<file path="src/rtl/imm_ext_pkg.sv">
`default_nettype none
// ============================================================================
// Module   : imm_ext_pkg
// Brief    : Shared mode encodings and buffer-state type for imm_extend_unit.
// Revision : 1.0 - initial release
// ============================================================================
package imm_ext_pkg;

  // Extension mode encodings
  localparam logic [1:0] MODE_SEXT   = 2'd0;
  localparam logic [1:0] MODE_ZEXT   = 2'd1;
  localparam logic [1:0] MODE_UPPER  = 2'd2;
  localparam logic [1:0] MODE_BRANCH = 2'd3;

  typedef logic [1:0] imm_mode_t;

  // Buffer occupancy encoded as {main_v, skid_v}; 2'b01 is never entered.
  typedef enum logic [1:0] {
    ST_EMPTY = 2'b00,
    ST_ONE   = 2'b10,
    ST_FULL  = 2'b11
  } buf_state_e;

endpackage : imm_ext_pkg
`default_nettype wire

</file>
<file path="src/rtl/imm_ext_core.sv">
`default_nettype none
// ============================================================================
// Module   : imm_ext_core
// Brief    : Combinational immediate extender (sign, zero, upper, branch).
// Revision : 1.0 - initial release
// ============================================================================
module imm_ext_core
  import imm_ext_pkg::*;
#(
  parameter int IN_W  = 16,
  parameter int OUT_W = 32
) (
  input  logic [IN_W-1:0]  imm,
  input  imm_mode_t        mode,
  output logic [OUT_W-1:0] ext
);

  logic [OUT_W-1:0] sext;

  assign sext = {{(OUT_W-IN_W){imm[IN_W-1]}}, imm};

  // Select the extended form; branch offsets drop the bits shifted past the top
  always_comb begin
    ext = sext;
    case (mode)
      MODE_SEXT:   ext = sext;
      MODE_ZEXT:   ext = {{(OUT_W-IN_W){1'b0}}, imm};
      MODE_UPPER:  ext = {imm, {(OUT_W-IN_W){1'b0}}};
      MODE_BRANCH: ext = {sext[OUT_W-3:0], 2'b00};
      default:     ext = sext;
    endcase
  end

endmodule : imm_ext_core
`default_nettype wire

</file>
<file path="src/rtl/imm_extend_unit.sv">
`default_nettype none
// ============================================================================
// Module   : imm_extend_unit
// Brief    : Handshaked immediate extension with a registered two-entry
//            skid buffer (main register drives the output, skid catches the
//            beat accepted while the consumer stalls).
// Revision : 1.0 - initial release
// ============================================================================
module imm_extend_unit
  import imm_ext_pkg::*;
#(
  parameter int IN_W  = 16,
  parameter int OUT_W = 32
) (
  input  logic             clk,
  input  logic             rst_n,
  input  logic             in_valid,
  output logic             in_ready,
  input  logic [IN_W-1:0]  in_imm,
  input  logic [1:0]       in_mode,
  output logic             out_valid,
  input  logic             out_ready,
  output logic [OUT_W-1:0] out_data
);

  if (IN_W < 2) begin : g_in_w_check
    $error("imm_extend_unit: IN_W must be at least 2");
  end
  if (OUT_W < IN_W + 2) begin : g_out_w_check
    $error("imm_extend_unit: OUT_W must be at least IN_W + 2");
  end

  buf_state_e       state_q;
  buf_state_e       state_d;
  logic [1:0]       state_bits;
  logic [OUT_W-1:0] ext;
  logic [OUT_W-1:0] skid_data;
  logic             in_xfer;
  logic             out_xfer;
  logic             load_main_in;
  logic             load_main_skid;
  logic             load_skid;

  imm_ext_core #(
    .IN_W  (IN_W),
    .OUT_W (OUT_W)
  ) u_core (
    .imm  (in_imm),
    .mode (in_mode),
    .ext  (ext)
  );

  // Both handshake outputs come straight from state flops, so reset clears
  // them immediately and out_ready has no path to in_ready.
  assign state_bits = state_q;
  assign out_valid  = state_bits[1];
  assign in_ready   = ~state_bits[0];
  assign in_xfer    = in_valid & in_ready;
  assign out_xfer   = out_valid & out_ready;

  // Occupancy state register
  always_ff @(posedge clk or negedge rst_n) begin
    if (!rst_n) begin
      state_q <= ST_EMPTY;
    end else begin
      state_q <= state_d;
    end
  end

  // Next occupancy and which register loads this cycle
  always_comb begin
    state_d        = state_q;
    load_main_in   = 1'b0;
    load_main_skid = 1'b0;
    load_skid      = 1'b0;
    case (state_q)
      ST_EMPTY: begin
        if (in_xfer) begin
          load_main_in = 1'b1;
          state_d      = ST_ONE;
        end
      end
      ST_ONE: begin
        if (in_xfer && out_xfer) begin
          load_main_in = 1'b1;
        end else if (in_xfer) begin
          load_skid = 1'b1;
          state_d   = ST_FULL;
        end else if (out_xfer) begin
          state_d = ST_EMPTY;
        end
      end
      ST_FULL: begin
        if (out_xfer) begin
          load_main_skid = 1'b1;
          state_d        = ST_ONE;
        end
      end
      default: begin
        state_d = ST_EMPTY;
      end
    endcase
  end

  // Data storage; main only changes on a load, so a stalled output holds
  always_ff @(posedge clk or negedge rst_n) begin
    if (!rst_n) begin
      out_data  <= '0;
      skid_data <= '0;
    end else begin
      if (load_main_in) begin
        out_data <= ext;
      end else if (load_main_skid) begin
        out_data <= skid_data;
      end
      if (load_skid) begin
        skid_data <= ext;
      end
    end
  end

  // A skid entry without a main entry would break FIFO order
  a_no_skid_only: assert property (@(posedge clk) disable iff (!rst_n)
    state_bits != 2'b01);

endmodule : imm_extend_unit
`default_nettype wire

</file>
<file path="config.mk">
export PLATFORM = sky130hd
export DESIGN_NAME = imm_extend_unit
export DESIGN_NICKNAME = d
export VERILOG_FILES = /design/src/rtl/imm_ext_pkg.sv /design/src/rtl/imm_ext_core.sv /design/src/rtl/imm_extend_unit.sv
export SDC_FILE = /design/constraint.sdc
export NUM_CORES = 1
export LEC_CHECK = 0
export ABC_AREA = 1
export BUFFER_PORTS_ARGS = -buffer_cell sky130_fd_sc_hd__buf_2
export CAP_MARGIN = 20
export CORE_MARGIN = 1
export CORE_UTILIZATION = 35
export DETAILED_ROUTE_END_ITERATION = 8
export PLACE_DENSITY = 0.58
export SLEW_MARGIN = 30
export SYNTH_ARGS = -nofsm -noshare
export SYNTH_HDL_FRONTEND = slang
export SYNTH_HIERARCHICAL = 1
export SYNTH_SLANG_ARGS = --single-unit
</file>
<file path="constraint.sdc">
create_clock -name clk -period 1.45 [get_ports clk]
set_clock_uncertainty 0.05 [all_clocks]
set_input_delay 0.29 -clock clk [delete_from_list [all_inputs] [get_ports clk]]
set_output_delay 0.29 -clock clk [all_outputs]
set_load 0.02 [all_outputs]
</file>
==> summary.md, run 1 <==
| Metric | Value |
|---|---|
| Iter 0 DRT Violations | `approximately 200` |
| Drt wl/cell | `between 15 and 20 µm` |
| Area fraction of the dominant cell type after synthesis | `0.4338` |
| WHS | `about 320 ps` |
| Initial antenna violation count | `1` |
| Class of the tightest hold or removal check | `in -> reg` |
| Synth warnings | `6` |
| CTS tree | `built` |
| Worst relative slew slack | `0.7382` |
| Initial Utilization | `0.3655` |
| Maxcap violations | `0` |
| Most common cell after layout, fill and taps aside | `nand2_1` |
| Violated checks | `negative setup slack` |
| Top cells by area, synth | `dfrtp_1 43%, nand2_1 15%, nand3_1 8.5%` |
| Number of global-route vias before repair | `around 3,500` |
| Final core occ | `0.5076` |
| Max VDD drop | `between 900 and 1000 µV` |
| Pin count of the biggest net entering global routing | `67` |
| Die height | `roughly 110 µm` |
| Worst slew pin tran | `roughly 390 ps` |
| Worst Path Required | `1630 ps` |
| Post-Synthesis Cells | `a little over 500` |
| Most frequent cells in the layout | `128 x nand2_1, 64 x dfrtp_1, 58 x nand3_1` |
| Routability cong. | `around 0.86` |
| Setup WS post-layout | `-137.1 ps` |
| Final Hold Fails | `0` |
| Crit path time final | `about 1600 ps` |
| Clock transition at path regs | `80 ps` |
| Sequential fraction of the synthesis area | `0.4338` |
| Flops & latches, synth | `between 60 and 70` |
| Wire length of the first global-routing pass | `around 17,000 µm` |
| Worst setup EP type | `register` |
| CTS buffer count | `9` |
| Final Cycle Share | `1.095` |
| Fin. max-slew vios | `0` |
| RSZ-0062 raised after global routing | `yes` |
| Leakage | `~2.6 nW` |
| Startpoint types | `register` |
| CTS root buf | `clkbuf_8` |
| Hold Path Origin | `in_imm[9]` |
| Die Footprint | `11,300 µm²` |
| H-tree depth | `3` |
| Drt pass-1 iters | `5` |
| Crit path launch | `state_bits[1]` |
| # DRC | `0` |
| Crit Reg-Reg Startpoint | `state_bits[1]` |
| Total track usage | `0.1968` |
| Max Root-Sink Buffers | `2` |
| Grt total ovfl | `0` |
| Vias/cell | `5.124` |
| Layout Area Growth over Synthesis | `38.88%` |
| Syn_nets | `between 500 and 600` |
| Ratio of cells with drive above 1 in the final layout | `0.3776` |
| CP Class | `reg -> reg` |
| Worst slack at placement | `-102.9 ps` |
| Post-route setup TNS | `-4745 ps` |
| IO Port Bufs | `55` |
| IO Count | `56` |
| Cell variety after synth | `19` |
| Vias | `around 3,700` |
| Die Wd | `approximately 110 µm` |
| CORE AREA | `about 10,000 µm²` |
| Average size of a mapped cell | `approximately 7.5 µm²` |
| Leading area contributor after synthesis | `dfrtp_1` |
| Std-Cell Rows | `37` |
| Antenna Nets Post-Route | `0` |
| Max Fanout on Critical Path | `9` |
| Clk sink count | `between 60 and 70` |
| Clk Latency, worst-skew pair | `about 340 ps` |
| PwrDens | `~2200 nW/µm²` |
| Routed WL | `around 11,000 µm` |
| # diodes | `0` |
| Endpoints failing setup | `59` |
| Synthesized area | `3807 µm²` |
| Status | `complete, but fails checks` |
| Crit path DAT | `between 1500 and 2000 ps` |
| Fin nets | `between 600 and 700` |
| DP HPWL | `between 6000 and 7000 µm` |
| Achievable Freq | `roughly 0.63 GHz` |
[synthesized netlist by cell type, drive strengths merged]
cell,number
o21ai,8
nor2,42
nand2,159
inv,48
ha,4
buf,38
dfrtp,66
a21oi,33
nand3,78
nand4,32
[layout make-up]
type	instances	area, µm²
Sequential cell	66	1654
Multi-Input combinational cell	356	2115
Clock inverter	2	35.03
Fill cell	988	5129
Tap cell	136	170.2
Timing Repair Buffer	95	962.2
Clock buffer	13	168.9
Inverter	48	182.7
[worst paths after layout]
| path | endpoint | slack [ps] | depth (start not counted) |
|---|---|---|---|
| min in group asynchronous | state_bits[0] | 420 | 3 |
| worst max register to register | out_data[26] | -140 | 8 |
| worst min-delay path | skid_data[9] | 320 | 5 |
| worst min register to register | out_data[10] | 470 | 2 |
| max in group asynchronous | skid_data[6] | 600 | 3 |
| worst max-delay path | out_data[26] | -140 | 8 |
[flip-flops by register name, summed over array words and instances (netlist names)]
register    count
out_data       32
state_bits      2
skid_data      32
[logic make-up (layout without fill, tap and decap cells)]
group	count (synthesis)	after routing	synth area share
AND/OR/NAND/NOR	311	311	0.3815
flip-flops	66	66	0.4338
AO/OA/AOI/OAI	41	41	0.05882
buffers and inverters	86	158	0.1127
adder cells (fa/ha/maj)	4	4	0.01315
[power by group]
part / internal [mW] / leakage (nW) / switching (mW)
logic: 2.99 / 1.78 / 3.65
clock network: 0.925 / 0.106 / 0.707
registers: 2.84 / 0.758 / 0.662
total: 6.75 / 2.65 / 5.02
[metal layers]
layer | global-route usage | part of all wire
met1 | 0.2695 | 0.44
met2 | 0.3112 | 0.49
met3 | 0.02882 | 0.048
met4 | 0.07937 | 0.021
met5 | 0 | 0.0012
[worst max-delay path, stage by stage (launching register included)]
cell	delay [ps]
dfrtp_2	480
ha_4	190
buf_6	110
nand3_4	140
buf_12	140
clkbuf_16	160
nand3_1	70
nand2_1	70
nand2_1	50
[timing repair]
| action | 4_1_cts | 5_1_grt |
|---|---|---|
| setup buffers | 10 | 1 |
| setup endpoints to repair | 67 | 68 |
| gates cloned | 6 | 4 |
| hold buffers | 1 | 0 |
| endpoints found under the hold margin | 66 | 0 |
| pin swaps | 3 | 22 |
| resized for setup | 27 | 92 |
[metrics by stage]
| step | power [mW] | std cells | area, µm² |
|---|---|---|---|
| floorplan | 6.778 | 508 | 3831 |
| global placement | 8.143 | 682 | 4322 |
| CTS | 10.72 | 713 | 4875 |
| global route | 12.58 | 716 | 5288 |
| detailed placement | 8.266 | 682 | 4322 |
| finish | 11.77 | 716 | 5288 |
Note: power is estimated with default switching activity, not from simulation.
==> run 2, diff against run 1 <==
--- a/config.mk
+++ b/config.mk
@@ -11,7 +11,8 @@
 export CORE_MARGIN = 1
 export CORE_UTILIZATION = 35
 export DETAILED_ROUTE_END_ITERATION = 8
-export PLACE_DENSITY = 0.58
+export PLACE_DENSITY_LB_ADDON = 0.08
+export SKIP_CTS_REPAIR_TIMING = 1
 export SLEW_MARGIN = 30
 export SYNTH_ARGS = -nofsm -noshare
 export SYNTH_HDL_FRONTEND = slang
==> summary.md, run 2 (synthesized netlist as in run 1, its figures left out) <==
| Metric | Value |
|---|---|
| Status | `complete, but fails checks` |
| Violated checks | `negative setup slack` |
| Ratio of cells with drive above 1 in the final layout | `0.2795` |
| Final Hold Fails | `0` |
| Fin nets | `around 600` |
| IO Count | `56` |
| Drt pass-1 iters | `4` |
| Clk sink count | `between 60 and 70` |
| Die height | `between 100 and 150 µm` |
| Max VDD drop | `between 900 and 1000 µV` |
| Initial antenna violation count | `1` |
| CTS buffer count | `9` |
| Worst-path cell chain | `buf_6 -> nor2_4 -> inv_2 -> nor2_4 -> buf_12 -> clkbuf_16 -> nor2_2 -> a21oi_1` |
| Clk Latency, worst-skew pair | `between 300 and 400 ps` |
| Drt wl/cell | `around 16 µm` |
| Delay-heaviest family, CP | `buffers and inverters` |
| Fin. max-slew vios | `0` |
| Flop2flop setup slack | `-90 ps` |
| Reg area | `roughly 1700 µm²` |
| CP bufs+invs | `4` |
| Layout Area Growth over Synthesis | `27.44%` |
| Grt total ovfl | `0` |
| PwrDens | `~2200 nW/µm²` |
| RSZ-0062 raised after global routing | `yes` |
| Worst slack at placement | `-79.55 ps` |
| Antenna Nets Post-Route | `0` |
| DP HPWL | `around 6500 µm` |
| Worst Hold End | `skid_data[0]` |
| Wire length of the first global-routing pass | `between 15,000 and 20,000 µm` |
| Power Total | `~11 mW` |
| Class of the tightest hold or removal check | `in -> reg` |
| Vias/cell | `slightly below 5` |
| Hold Path Origin | `in_imm[0]` |
| Worst slew pin tran | `381.9 ps` |
| Max Fanout on Critical Path | `6` |
| Footprint of the multi-input gates | `~1900 µm²` |
| # DRC | `0` |
| Std-Cell Rows | `37` |
| Achievable Freq | `about 0.65 GHz` |
| Post-route setup TNS | `-2577 ps` |
| Crit Reg-Reg Startpoint | `state_bits[0]` |
| CTS tree | `built` |
| CP peak stage delay | `450 ps` |
| Crit path time final | `1539 ps` |
| Most frequent cells in the layout | `153 x nand2_1, 64 x nand3_1, 64 x dfrtp_1` |
| Die Wd | `between 100 and 150 µm` |
| Worst setup EP type | `register` |
| H-tree depth | `3` |
| Hold path cells | `5` |
| Number of global-route vias before repair | `~3,200` |
| CP Class | `reg -> reg` |
| Routability cong. | `0.8244` |
| Cell mode on critical path | `nor2_4` |
| Worst r2r path cells | `8` |
| Most common cell after layout, fill and taps aside | `nand2_1` |
| Crit path max-delay cell type | `dfrtp_2` |
| Max Root-Sink Buffers | `2` |
| Setup WS post-layout | `-88.84 ps` |
| Vias | `~3,500` |
| R2r endpoint | `skid_data[4]` |
| Endpoints failing setup | `52` |
| Layout filler cell count | `1,030` |
| # diodes | `0` |
| Total track usage | `0.1839` |
| CORE AREA | `about 10,000 µm²` |
| Pin count of the biggest net entering global routing | `67` |
| Iter 0 DRT Violations | `roughly 190` |
| Clock transition at path regs | `around 80 ps` |
| Initial Utilization | `0.3655` |
| Startpoint types | `register` |
| Routed WL | `11,100 µm` |
| Final Cycle Share | `1.061` |
| IO Port Bufs | `55` |
| CTS root buf | `clkbuf_8` |
| Worst Path Required | `1670 ps` |
| Maxcap violations | `0` |
| Crit path DAT | `between 1500 and 2000 ps` |
| Leakage | `~2.5 nW` |
| Worst relative slew slack | `0.7451` |
| Die Footprint | `between 10,000 and 15,000 µm²` |
==> run 2: how the worst max path moves through the flow <==
stage	from	endpoint	slack, ps	cells past startpoint
floorplan	state_bits[1]	out_data[10]	-6	8
global placement	state_bits[0]	out_data[25]	-50	8
detailed placement	state_bits[0]	out_data[18]	-80	8
CTS	state_bits[0]	out_data[7]	-90	8
global route	state_bits[0]	skid_data[28]	-130	8
finish	state_bits[0]	skid_data[4]	-90	8
==> run 2: per-layer routing <==
layer  vias up  part of all wire  track usage
li1       1770                 -            -
met1      1639              0.46       0.2543
met2        84              0.48       0.2815
met3        14             0.043      0.04169
met4         2             0.013      0.06349
met5         -           0.00090            0
==> run 2: per-stage QoR <==
stage | util | hold slack [ps] | instances | area (µm²)
after floorplan | - | -55.59 | 508 | 3831
after CTS | 0.4287 | -86.71 | 699 | 4466
after detailed placement | 0.4108 | 294.7 | 683 | 4279
after global placement | 0.4108 | 297.7 | 683 | 4279
after global routing | 0.4658 | 281.4 | 712 | 4852
final | 0.4658 | 296.7 | 712 | 4852
==> run 2: tightest hold or removal path, stage by stage <==
cell	delay (ps)
buf_2	120
inv_1	60
nor2_1	40
inv_1	60
a21oi_1	60
==> run 2: layout make-up <==
cell class / count / area share
Tap cell: 136 / 0.03507
Inverter: 48 / 0.03765
Clock inverter: 5 / 0.01135
Sequential cell: 66 / 0.3409
Multi-Input combinational cell: 356 / 0.3819
Timing Repair Buffer: 90 / 0.1661
Clock buffer: 11 / 0.02708
==> run 2: power by group <==
part | switching [mW] | total (mW) | internal, mW
Combinational | 3.24 | 5.71 | 2.47
Sequential | 0.571 | 3.41 | 2.84
Clock | 0.738 | 1.53 | 0.790
